**config.mk**
```make
export PLATFORM = sky130hd
export DESIGN_NAME = lsu_tran_ctrl
export DESIGN_NICKNAME = d
export VERILOG_FILES = /design/src/rtl/lsu_tran_ctrl.sv
export SDC_FILE = /design/constraint.sdc
export NUM_CORES = 1
export LEC_CHECK = 0
export BUFFER_PORTS_ARGS = -buffer_cell sky130_fd_sc_hd__buf_4
export CAP_MARGIN = 30
export CORE_MARGIN = 4
export CORE_UTILIZATION = 42
export DETAILED_ROUTE_END_ITERATION = 16
export PLACE_DENSITY = 0.76
export SKIP_CTS_REPAIR_TIMING = 1
export SLEW_MARGIN = 20
export SYNTH_ARGS = -nofsm -noshare
export SYNTH_HDL_FRONTEND = slang
export SYNTH_SLANG_ARGS = --single-unit
```
**constraint.sdc**
```tcl
create_clock -name clk_i -period 2.95 [get_ports clk_i]
set_input_delay 0.1475 -clock clk_i [delete_from_list [all_inputs] [get_ports clk_i]]
set_output_delay 0.1475 -clock clk_i [all_outputs]
set_load 0.03 [all_outputs]
```
**src/rtl/lsu_tran_ctrl.sv**
```systemverilog
// lsu_tran_ctrl: core load/store sequencer driving the bus bridge transaction interface.
// Misaligned requests finish through ERR and never touch the bridge.
module lsu_tran_ctrl #(
    parameter int DATA_WIDTH = 32,
    parameter int ADDR_WIDTH = 32
) (
    input  logic                  clk_i,
    input  logic                  rst_i,
    input  logic                  lsu_req_i,
    input  logic                  lsu_we_i,
    input  logic [1:0]            lsu_size_i,
    input  logic                  lsu_unsigned_i,
    input  logic [ADDR_WIDTH-1:0] lsu_addr_i,
    input  logic [DATA_WIDTH-1:0] lsu_wdata_i,
    output logic                  lsu_busy_o,
    output logic                  lsu_done_o,
    output logic                  lsu_err_o,
    output logic [DATA_WIDTH-1:0] lsu_rdata_o,
    output logic [ADDR_WIDTH-1:0] transaction_addr_o,
    output logic [DATA_WIDTH-1:0] transaction_data_o,
    output logic [1:0]            transaction_size_o,
    output logic                  transaction_we_o,
    output logic                  transaction_start_o,
    output logic                  transaction_clear_ready_o,
    input  logic                  transaction_ready_i,
    input  logic [DATA_WIDTH-1:0] transaction_data_i
);
    typedef enum logic [2:0] {IDLE, START, WAIT, RESP, ERR} state_t;
    state_t state, nxt;
    logic misaligned, uns;
    logic [DATA_WIDTH-1:0] wmask, rfmt;
    always_comb begin
        misaligned = (lsu_size_i == 2'd1 && lsu_addr_i[0]) || (lsu_size_i[1] && lsu_addr_i[1:0] != 2'b00);
        wmask = lsu_size_i == 2'd0 ? {{(DATA_WIDTH-8){1'b0}}, lsu_wdata_i[7:0]} :
                lsu_size_i == 2'd1 ? {{(DATA_WIDTH-16){1'b0}}, lsu_wdata_i[15:0]} : lsu_wdata_i;
        rfmt = transaction_size_o == 2'd0 ? {{(DATA_WIDTH-8){~uns & transaction_data_i[7]}}, transaction_data_i[7:0]} :
               transaction_size_o == 2'd1 ? {{(DATA_WIDTH-16){~uns & transaction_data_i[15]}}, transaction_data_i[15:0]} :
               transaction_data_i;
        nxt = state;
        case (state)
            IDLE:    nxt = !lsu_req_i ? IDLE : misaligned ? ERR : START;
            START:   nxt = WAIT;
            WAIT:    nxt = transaction_ready_i ? RESP : WAIT;
            default: nxt = IDLE;
        endcase
    end
    // Outputs are computed from the next state so every one of them leaves a flop.
    always_ff @(posedge clk_i or posedge rst_i) begin
        if (rst_i) begin
            state                     <= IDLE;
            uns                       <= 1'b0;
            lsu_busy_o                <= 1'b0;
            lsu_done_o                <= 1'b0;
            lsu_err_o                 <= 1'b0;
            lsu_rdata_o               <= '0;
            transaction_addr_o        <= '0;
            transaction_data_o        <= '0;
            transaction_size_o        <= '0;
            transaction_we_o          <= 1'b0;
            transaction_start_o       <= 1'b0;
            transaction_clear_ready_o <= 1'b0;
        end else begin
            state                     <= nxt;
            lsu_busy_o                <= nxt != IDLE;
            lsu_done_o                <= nxt == RESP || nxt == ERR;
            lsu_err_o                 <= nxt == ERR;
            transaction_start_o       <= nxt == START;
            transaction_clear_ready_o <= nxt == RESP;
            if (state == IDLE && nxt == START) begin
                transaction_addr_o <= lsu_addr_i;
                transaction_data_o <= wmask;
                transaction_size_o <= lsu_size_i;
                transaction_we_o   <= lsu_we_i;
                uns                <= lsu_unsigned_i;
            end
            if (state == WAIT && transaction_ready_i && !transaction_we_o)
                lsu_rdata_o <= rfmt;
        end
    end
endmodule
```
==> results of run 1 <==
## registers in the layout (all words and copies together), names as in the netlist
| signal | flops |
|---|---|
| transaction_clear_ready_o | 1 |
| transaction_size_o | 2 |
| state | 3 |
| lsu_rdata_o | 32 |
| lsu_done_o | 1 |
| uns | 1 |
| transaction_addr_o | 32 |
| lsu_err_o | 1 |
| transaction_start_o | 1 |
| transaction_we_o | 1 |
| transaction_data_o | 32 |
| lsu_busy_o | 1 |
## metal layers
metal | share of wire, % | vias up
li1 | - | 1558
met1 | 40 | 1611
met2 | 49 | 149
met3 | 8.7 | 28
met4 | 2.7 | 0
met5 | 0 | -
## power by group
part | internal, mW | switching (mW)
Clock | 0.338 | 0.487
Combinational | 1.72 | 2.22
Sequential | 2.17 | 0.480
Total | 4.23 | 3.19
## synthesized netlist by cell type (3+ instances only)
cell type / number / area share, %
buf_6: 3 / 0.77
a32o_1: 8 / 1.8
a22o_1: 15 / 3.0
nand2_1: 12 / 1.0
buf_2: 7 / 0.80
nor2_1: 7 / 0.60
mux2_4: 25 / 8.5
inv_1: 4 / 0.34
mux2_2: 31 / 7.9
clkbuf_1: 15 / 1.3
dfrtp_1: 108 / 62
a2bb2oi_1: 16 / 3.2
o21ai_0: 11 / 1.3
a211oi_1: 16 / 2.7
a21oi_1: 5 / 0.57
## path summary, 6_finish.rpt
kind / from / end / cells after the start
hold reg to reg: transaction_data_o[13] / transaction_data_o[13] / 1
setup / recovery: state[0] / transaction_addr_o[10] / 5
setup reg to reg: state[0] / transaction_addr_o[10] / 5
hold / removal: lsu_wdata_i[22] / transaction_data_o[22] / 2
min in group asynchronous: rst_i / transaction_data_o[17] / 3
max in group asynchronous: rst_i / transaction_size_o[1] / 4
## final cells by class
class | instances | area (um^2)
diodes | 1 | 2.50
clock buffers | 12 | 145
clock inverters | 4 | 33.8
fillers | 819 | 3850
inverters | 4 | 18.8
multi-input cells | 168 | 1540
flip-flops and latches | 108 | 2700
well taps | 136 | 170
repair buffers | 234 | 1820
## metrics by stage
stage / hold slack, ns / cell area, um^2
after floorplan: 0.280 / 4400
after global placement: 0.195 / 6050
after detailed placement: 0.205 / 6050
after CTS: -0.192 / 6230
after global routing: 0.000257 / 6420
final: 0.0166 / 6420
## cells by family after synthesis
group / share of synthesized area [%]
flip-flops: 61.5
AO/OA/AOI/OAI: 14.0
multiplexers: 16.7
buffers and inverters: 3.59
AND/OR/NAND/NOR: 3.99
XOR/XNOR: 0.199
==> impl_metrics.json, run 1 <==
{
  "outcome": "complete, no violations",
  "cts-root-buf": "clkbuf_8",
  "p_per_area_nw_per_um2": 1150,
  "placedCellCount": 631,
  "layout_setup_ws_ns": 1.02,
  "final_cell_mix": "buf_4 (214), dfrtp_1 (108), mux2_2 (31)",
  "numPortBuffers": 207,
  "cp_common_cell": "buf_4",
  "pre_cts_ws_ns": 1.05,
  "clk_latency_ns": 0.35,
  "syn_to_final_growth_pct": 46.3,
  "fin_cells": 667,
  "grt_pass1_wl_um": 17200,
  "max_freq_mhz": 519,
  "fin_crit_sh_pct": 65.3,
  "start_util_pct": 42.7,
  "synth_edf_count": 0,
  "netlist_instances": 308,
  "synth_seq_area_share_pct": 61.5,
  "grt_max_degree": 61,
  "postRouteWirelength_um": 11700,
  "dieArea_um2": 12200,
  "via_per_inst": 5.02,
  "synth-async-reset-ratio_pct": 100,
  "gp_congestion": 0.757,
  "drt-initial-drc-count": 241,
  "row_count": 37,
  "drc": 0,
  "cts-htree-levels": 3,
  "leakagePower_nw": 3.23,
  "wl_per_cell_um": 17.6,
  "synth-warning-count": 0,
  "cts_tree": "yes",
  "nets": 629,
  "die_w_um": 110,
  "critPathBufInv": 2,
  "cp_slowest_cell": "dfrtp_1",
  "met1_usage_pct": 22.5,
  "start_kind": "register",
  "skew_ns": 0.0154,
  "core_area_um2": 10300,
  "clk_pin_slew_ns": 0.10,
  "post-route-min-period_ns": 1.93,
  "drt_pass1_iterations": 4,
  "grt_pass1_vias": 3455,
  "fin_util_pct": 62.5,
  "cts_sinks": 108,
  "max-cap-violations": 0,
  "io_pins": 208,
  "synthesis.area_um2": 4390,
  "power_mw": 7.41,
  "avgSynthCellArea_um2": 14.3,
  "drive_above_1_share_pct": 54.5,
  "worstHoldPathType": "primary input to register",
  "finalSetupViolCount": 0,
  "hold_viol_final": 0,
  "syn_nets": 412,
  "tightest_slew_ns": 0.822,
  "met3_usage_pct": 6.06,
  "synthFlopType": "dfrtp_1",
  "cp.required_ns": 3.18,
  "peakVddDrop_mv": 0.545,
  "finalMaxSlewViolations": 0,
  "clockBufferDepth": 2,
  "synth.distinct_cells": 34,
  "via_count": 3346,
  "synth-seq-cells": 108,
  "antenna_found_initial": 0,
  "reg2reg_slack_ns": 1.02,
  "dp_hpwl_um": 8480,
  "layout_commonest_cell": "buf_4",
  "critPathTopFamily": "buffers and inverters",
  "die_h_um": 110,
  "crit_path_end_kind": "register",
  "rsz0062_at_grt": "no",
  "grt-ovfl-total": 0,
  "cp_slowest_stage_delay_ns": 0.45,
  "path_cells": "nor4b_4 > buf_4 > nand3b_1 > buf_4 > mux2_4",
  "path_class": "register to register",
  "relSlewSlack_pct": 45.2,
  "cts_buffers": 9,
  "track_usage_pct": 18.4,
  "fin_setup_tns_ns": 0,
  "met2_usage_pct": 29.9,
  "worstPathArrival_ns": 2.15,
  "cp_max_fo": 42,
  "drtAntennaViolNets": 0,
  "top_usage_layer": "met2"
}
Power figures use the tool's default switching activity.
==> run 2, diff against run 1 <==
Clock period 2.95 ns to 1.5 ns, I/O delays scaled along.
==> run 2 against run 1 <==
The flow now finishes with violations (setup timing). Die area stayed put. Core utilization is 7.6 points higher. Clock skew is 0.0011 ns lower. Worst hold slack worse by 0.0038 ns. Critical path type unchanged. Largest power group unchanged. Highest routed layer unchanged.
==> impl_metrics.json, run 2 (same netlist as run 1, synthesis figures left out) <==
{
  "final_cell_mix": "buf_4 (219), dfrtp_1 (104), dlygate4sd3_1 (76)",
  "hold_viol_final": 0,
  "numPortBuffers": 207,
  "die_w_um": 110,
  "violations": "setup timing",
  "layout_commonest_cell": "buf_4",
  "layout_setup_ws_ns": -0.141,
  "power_mw": 15.1,
  "cp.required_ns": 1.74,
  "finalMaxSlewViolations": 0,
  "peakVddDrop_mv": 1.25,
  "crit_path_end_kind": "register",
  "track_usage_pct": 17.5,
  "cts_sinks": 108,
  "row_count": 37,
  "clk_pin_slew_ns": 0.10,
  "swShare_pct": 42.8,
  "path_class": "register to register",
  "via_count": 3709,
  "cts-root-buf": "clkbuf_8",
  "nets": 700,
  "die_h_um": 110,
  "drtAntennaViolNets": 0,
  "skew_ns": 0.0142,
  "grt_pass1_vias": 3338,
  "cp_max_fo": 9,
  "drc": 0,
  "fin_cells": 737,
  "dieArea_um2": 12200,
  "biggestRegsByFlops": "lsu_rdata_o: 32 flops, transaction_addr_o: 32 flops, transaction_data_o: 32 flops",
  "placedCellCount": 637,
  "clockBufferDepth": 2,
  "seqPwrFrac_pct": 34.2,
  "worstPathArrival_ns": 1.88,
  "cts_buffers": 9,
  "start_util_pct": 42.7,
  "num_antenna_cells": 0,
  "internal_power_mw": 8.63,
  "rsz0062_at_grt": "yes",
  "finalSetupViolCount": 78,
  "p_per_area_nw_per_um2": 2090,
  "drt_pass1_iterations": 4,
  "max_freq_mhz": 609,
  "cts_tree": "yes",
  "cts-htree-levels": 3,
  "drt-initial-drc-count": 187,
  "combPwrFrac_pct": 55.2,
  "fin_util_pct": 70.1,
  "tightest_slew_ns": 0.337,
  "dp_hpwl_um": 8080,
  "max-cap-violations": 0,
  "leakagePower_nw": 3.57,
  "wl_per_cell_um": 17.9,
  "post-route-min-period_ns": 1.64,
  "via_per_inst": 5.03,
  "grt-ovfl-total": 0,
  "switchingPower_mw": 6.44,
  "fin_crit_sh_pct": 109,
  "worstHoldPathType": "primary input to register",
  "reg2reg_slack_ns": -0.14,
  "io_pins": 208,
  "gp_congestion": 0.792,
  "clkPwrFrac_pct": 10.6,
  "drive_above_1_share_pct": 51.7,
  "grt_max_degree": 66,
  "grt_pass1_wl_um": 16400,
  "start_kind": "register",
  "pre_cts_ws_ns": -0.127,
  "antenna_found_initial": 0,
  "outcome": "finished with violations",
  "core_area_um2": 10300,
  "clk_latency_ns": 0.36,
  "relSlewSlack_pct": 77.6,
  "hold_slack_ns": 0.0128,
  "postRouteWirelength_um": 13200,
  "syn_to_final_growth_pct": 64.0
}
-- run 2: area by class of cell --
cell class                 count  area [um^2]
clock buffer                  10          138
clock inverter                 6         38.8
fill                         724         3070
inverter                       4         18.8
multi-input combinational    168         1550
sequential                   108         2710
tap                          136          170
timing repair buffer         305         2580
-- run 2: worst paths after layout --
kind / cells past startpoint / start / endpoint
setup / recovery: 5 / state[1] / transaction_addr_o[9]
hold / removal: 2 / lsu_size_i[0] / transaction_size_o[0]
setup reg to reg: 5 / state[1] / transaction_addr_o[9]
hold reg to reg: 1 / transaction_data_o[11] / transaction_data_o[11]
max in group asynchronous: 4 / rst_i / state[1]
min in group asynchronous: 4 / rst_i / lsu_rdata_o[5]
-- run 2: critical path, stage by stage (launching register included) --
cell and delay (ns):
dfrtp_2 0.45, nor4b_4 0.31, nand3b_1 0.14, buf_6 0.16
clkbuf_16 0.17, mux2_4 0.30
-- run 2: power groups by stage --
stage	logic, mW	registers (mW)	clock network [mW]
floorplan	2.43	7.68	0
global placement	7.80	5.11	0
detailed placement	7.97	5.15	0
CTS	7.95	5.13	1.66
global route	8.72	5.31	1.78
finish	8.31	5.16	1.60
-- run 2: through the flow --
step	TNS, ns	cell area, um^2
floorplan	-4.32	4440
global placement	-2.50	6150
detailed placement	-5.57	6150
CTS	-6.33	6330
global route	-12.78	7200
finish	-6.68	7200
-- run 2: per-layer routing --
metal	track usage, %	part of all wire (%)	up-vias
li1	-	-	1703
met5	0	0	-
met4	7.39	1.5	0
met3	5.01	7.6	22
met1	22.0	39	1817
met2	28.2	52	167
==> run 3, diff against run 2 <==
Settings changed: PLACE_DENSITY 0.76 to 0.74.
==> run 3 against run 2 <==
The run still ends with setup timing left. Clock skew decreased by 0.00076 ns. Final area increased by 1.8%. Non-clock buffer count increased by 5. Worst setup slack got worse by 0.012 ns. Critical endpoint is now transaction_addr_o[25]. Largest cell class unchanged. Largest power group unchanged.
==> impl_metrics.json, run 3 (same netlist as run 1, synthesis figures left out) <==
{
  "internal_power_mw": 8.69,
  "dp_hpwl_um": 7920,
  "final_cell_mix": "buf_4 (218), dfrtp_1 (103), dlygate4sd3_1 (78)",
  "regArea_um2": 2710,
  "outcome": "finished with violations",
  "track_usage_pct": 17.5,
  "finalMaxSlewViolations": 0,
  "nets": 705,
  "drt-initial-drc-count": 192,
  "cp_max_fo": 15,
  "fin_crit_sh_pct": 110,
  "worstHoldPathType": "primary input to register",
  "start_kind": "register",
  "die_w_um": 110,
  "clockBufferDepth": 2,
  "peakVddDrop_mv": 1.20,
  "p_per_area_nw_per_um2": 2090,
  "drtAntennaViolNets": 0,
  "via_per_inst": 5.05,
  "violations": "setup timing",
  "grt-ovfl-total": 0,
  "grt_pass1_vias": 3317,
  "grt_pass1_wl_um": 16500,
  "numPortBuffers": 207,
  "cp_slowest_stage_delay_ns": 0.47,
  "skew_ns": 0.0135,
  "cts-htree-levels": 3,
  "power_mw": 15.3,
  "dieArea_um2": 12200,
  "crit_path_end_kind": "register",
  "syn_to_final_growth_pct": 67.0,
  "layout_commonest_cell": "buf_4",
  "grt_max_degree": 109,
  "wl_met2_um": 6820,
  "finalInstanceArea_um2": 7340,
  "top_layer": "met4",
  "io_pins": 208,
  "tightest_slew_ns": 0.572,
  "path_cells": "nor4b_4 > nand3b_1 > buf_6 > clkbuf_16 > mux2_4",
  "via_count": 3747,
  "swShare_pct": 43.2,
  "clkPwrFrac_pct": 11.3,
  "seqPwrFrac_pct": 33.8,
  "num_antenna_cells": 0,
  "drt-met1-wl_um": 5200,
  "placed_area_um2": 6140,
  "max-cap-violations": 0,
  "multi_input_area_um2": 1570,
  "fillers": 700,
  "gp_congestion": 0.777,
  "max_freq_mhz": 605,
  "rsz0062_at_grt": "yes",
  "drc": 0,
  "cts_tree": "yes",
  "path_class": "register to register",
  "wl_per_cell_um": 17.9,
  "worstPathArrival_ns": 1.91,
  "cp.required_ns": 1.76,
  "post-route-min-period_ns": 1.65,
  "drt_pass1_iterations": 4,
  "postRouteWirelength_um": 13300,
  "leakagePower_nw": 3.62,
  "combPwrFrac_pct": 54.8,
  "critPathTopFamily": "flip-flops",
  "finalSetupViolCount": 80,
  "die_h_um": 110,
  "critPathBufInv": 2,
  "cts_sinks": 108,
  "clk_pin_slew_ns": 0.12,
  "start_util_pct": 42.7,
  "switchingPower_mw": 6.62,
  "antenna_found_initial": 0,
  "relSlewSlack_pct": 61.8,
  "hold_viol_final": 0,
  "layout_setup_ws_ns": -0.153,
  "cp_slowest_cell": "dfrtp_2",
  "cts_buffers": 9,
  "biggestRegsByFlops": "lsu_rdata_o: 32 flops, transaction_addr_o: 32 flops, transaction_data_o: 32 flops",
  "clk_latency_ns": 0.37,
  "cts-root-buf": "clkbuf_8",
  "met3_length_um": 991,
  "core_area_um2": 10300,
  "drive_above_1_share_pct": 52.8,
  "row_count": 37
}
-- run 3: cell count changes in the layout (fill, tap and decap cells not counted), moves of 2 or more --
cell	previous run	this run
buf_6	2	5
buf_8	2	0
clkbuf_16	1	4
clkinv_2	3	0
dlygate4sd3_1	76	78
inv_8	0	2
nor3_1	2	0
nor3_2	0	2
-- run 3: power by group through the flow --
stage          clock [mW]  combinational (mW)  sequential, mW
2_1_floorplan           0                2.43            7.68
5_1_grt              1.91                8.83            5.31
3_3_place_gp            0                7.81            5.13
6_report             1.73                8.40            5.18
4_1_cts              1.79                7.95            5.13
3_5_place_dp            0                7.96            5.15
-- run 3: worst min-delay path, stage by stage --
cell and delay [ns]:
buf_4 0.08, a211oi_1 0.06, a2bb2oi_1 0.12
-- run 3: final timing paths --
path                            slack, ns  cells past startpoint                     end              startpoint
max in group asynchronous            0.62                      4   transaction_size_o[1]                   rst_i
worst max register to register      -0.15                      5  transaction_addr_o[25]                state[1]
worst min register to register       0.51                      1  transaction_data_o[14]  transaction_data_o[14]
min in group asynchronous            0.41                      4  transaction_addr_o[25]                   rst_i
worst min-delay path                0.003                      3         lsu_rdata_o[23]  transaction_data_i[23]
worst max-delay path                -0.15                      5  transaction_addr_o[25]                state[1]
-- run 3: cell type report --
class                   instances  area share, %
inverters                       4          0.256
clock inverters                 7          0.972
well taps                     136           2.32
flip-flops and latches        108           36.9
repair buffers                310           36.4
clock buffers                   9           1.69
multi-input cells             168           21.4
-- run 3: metal layers --
metal / track usage [%] / vias up
met1: 23.0 / 1846
met5: 0 / -
li1: - / 1715
met2: 27.1 / 163
met4: 6.95 / 0
met3: 5.59 / 23
-- run 3: through the flow --
stage	hold WS, ns	setup TNS, ns	util [%]	worst slack [ns]	cells
2_1_floorplan	0.208	-4.32	-	-0.118	308
3_3_place_gp	0.282	-4.23	59.7	-0.135	637
3_5_place_dp	0.295	-7.35	59.7	-0.180	637
4_1_cts	-0.123	-8.83	61.6	-0.200	653
5_1_grt	0.00696	-14.15	71.4	-0.222	742
6_report	0.00280	-7.71	71.4	-0.153	742
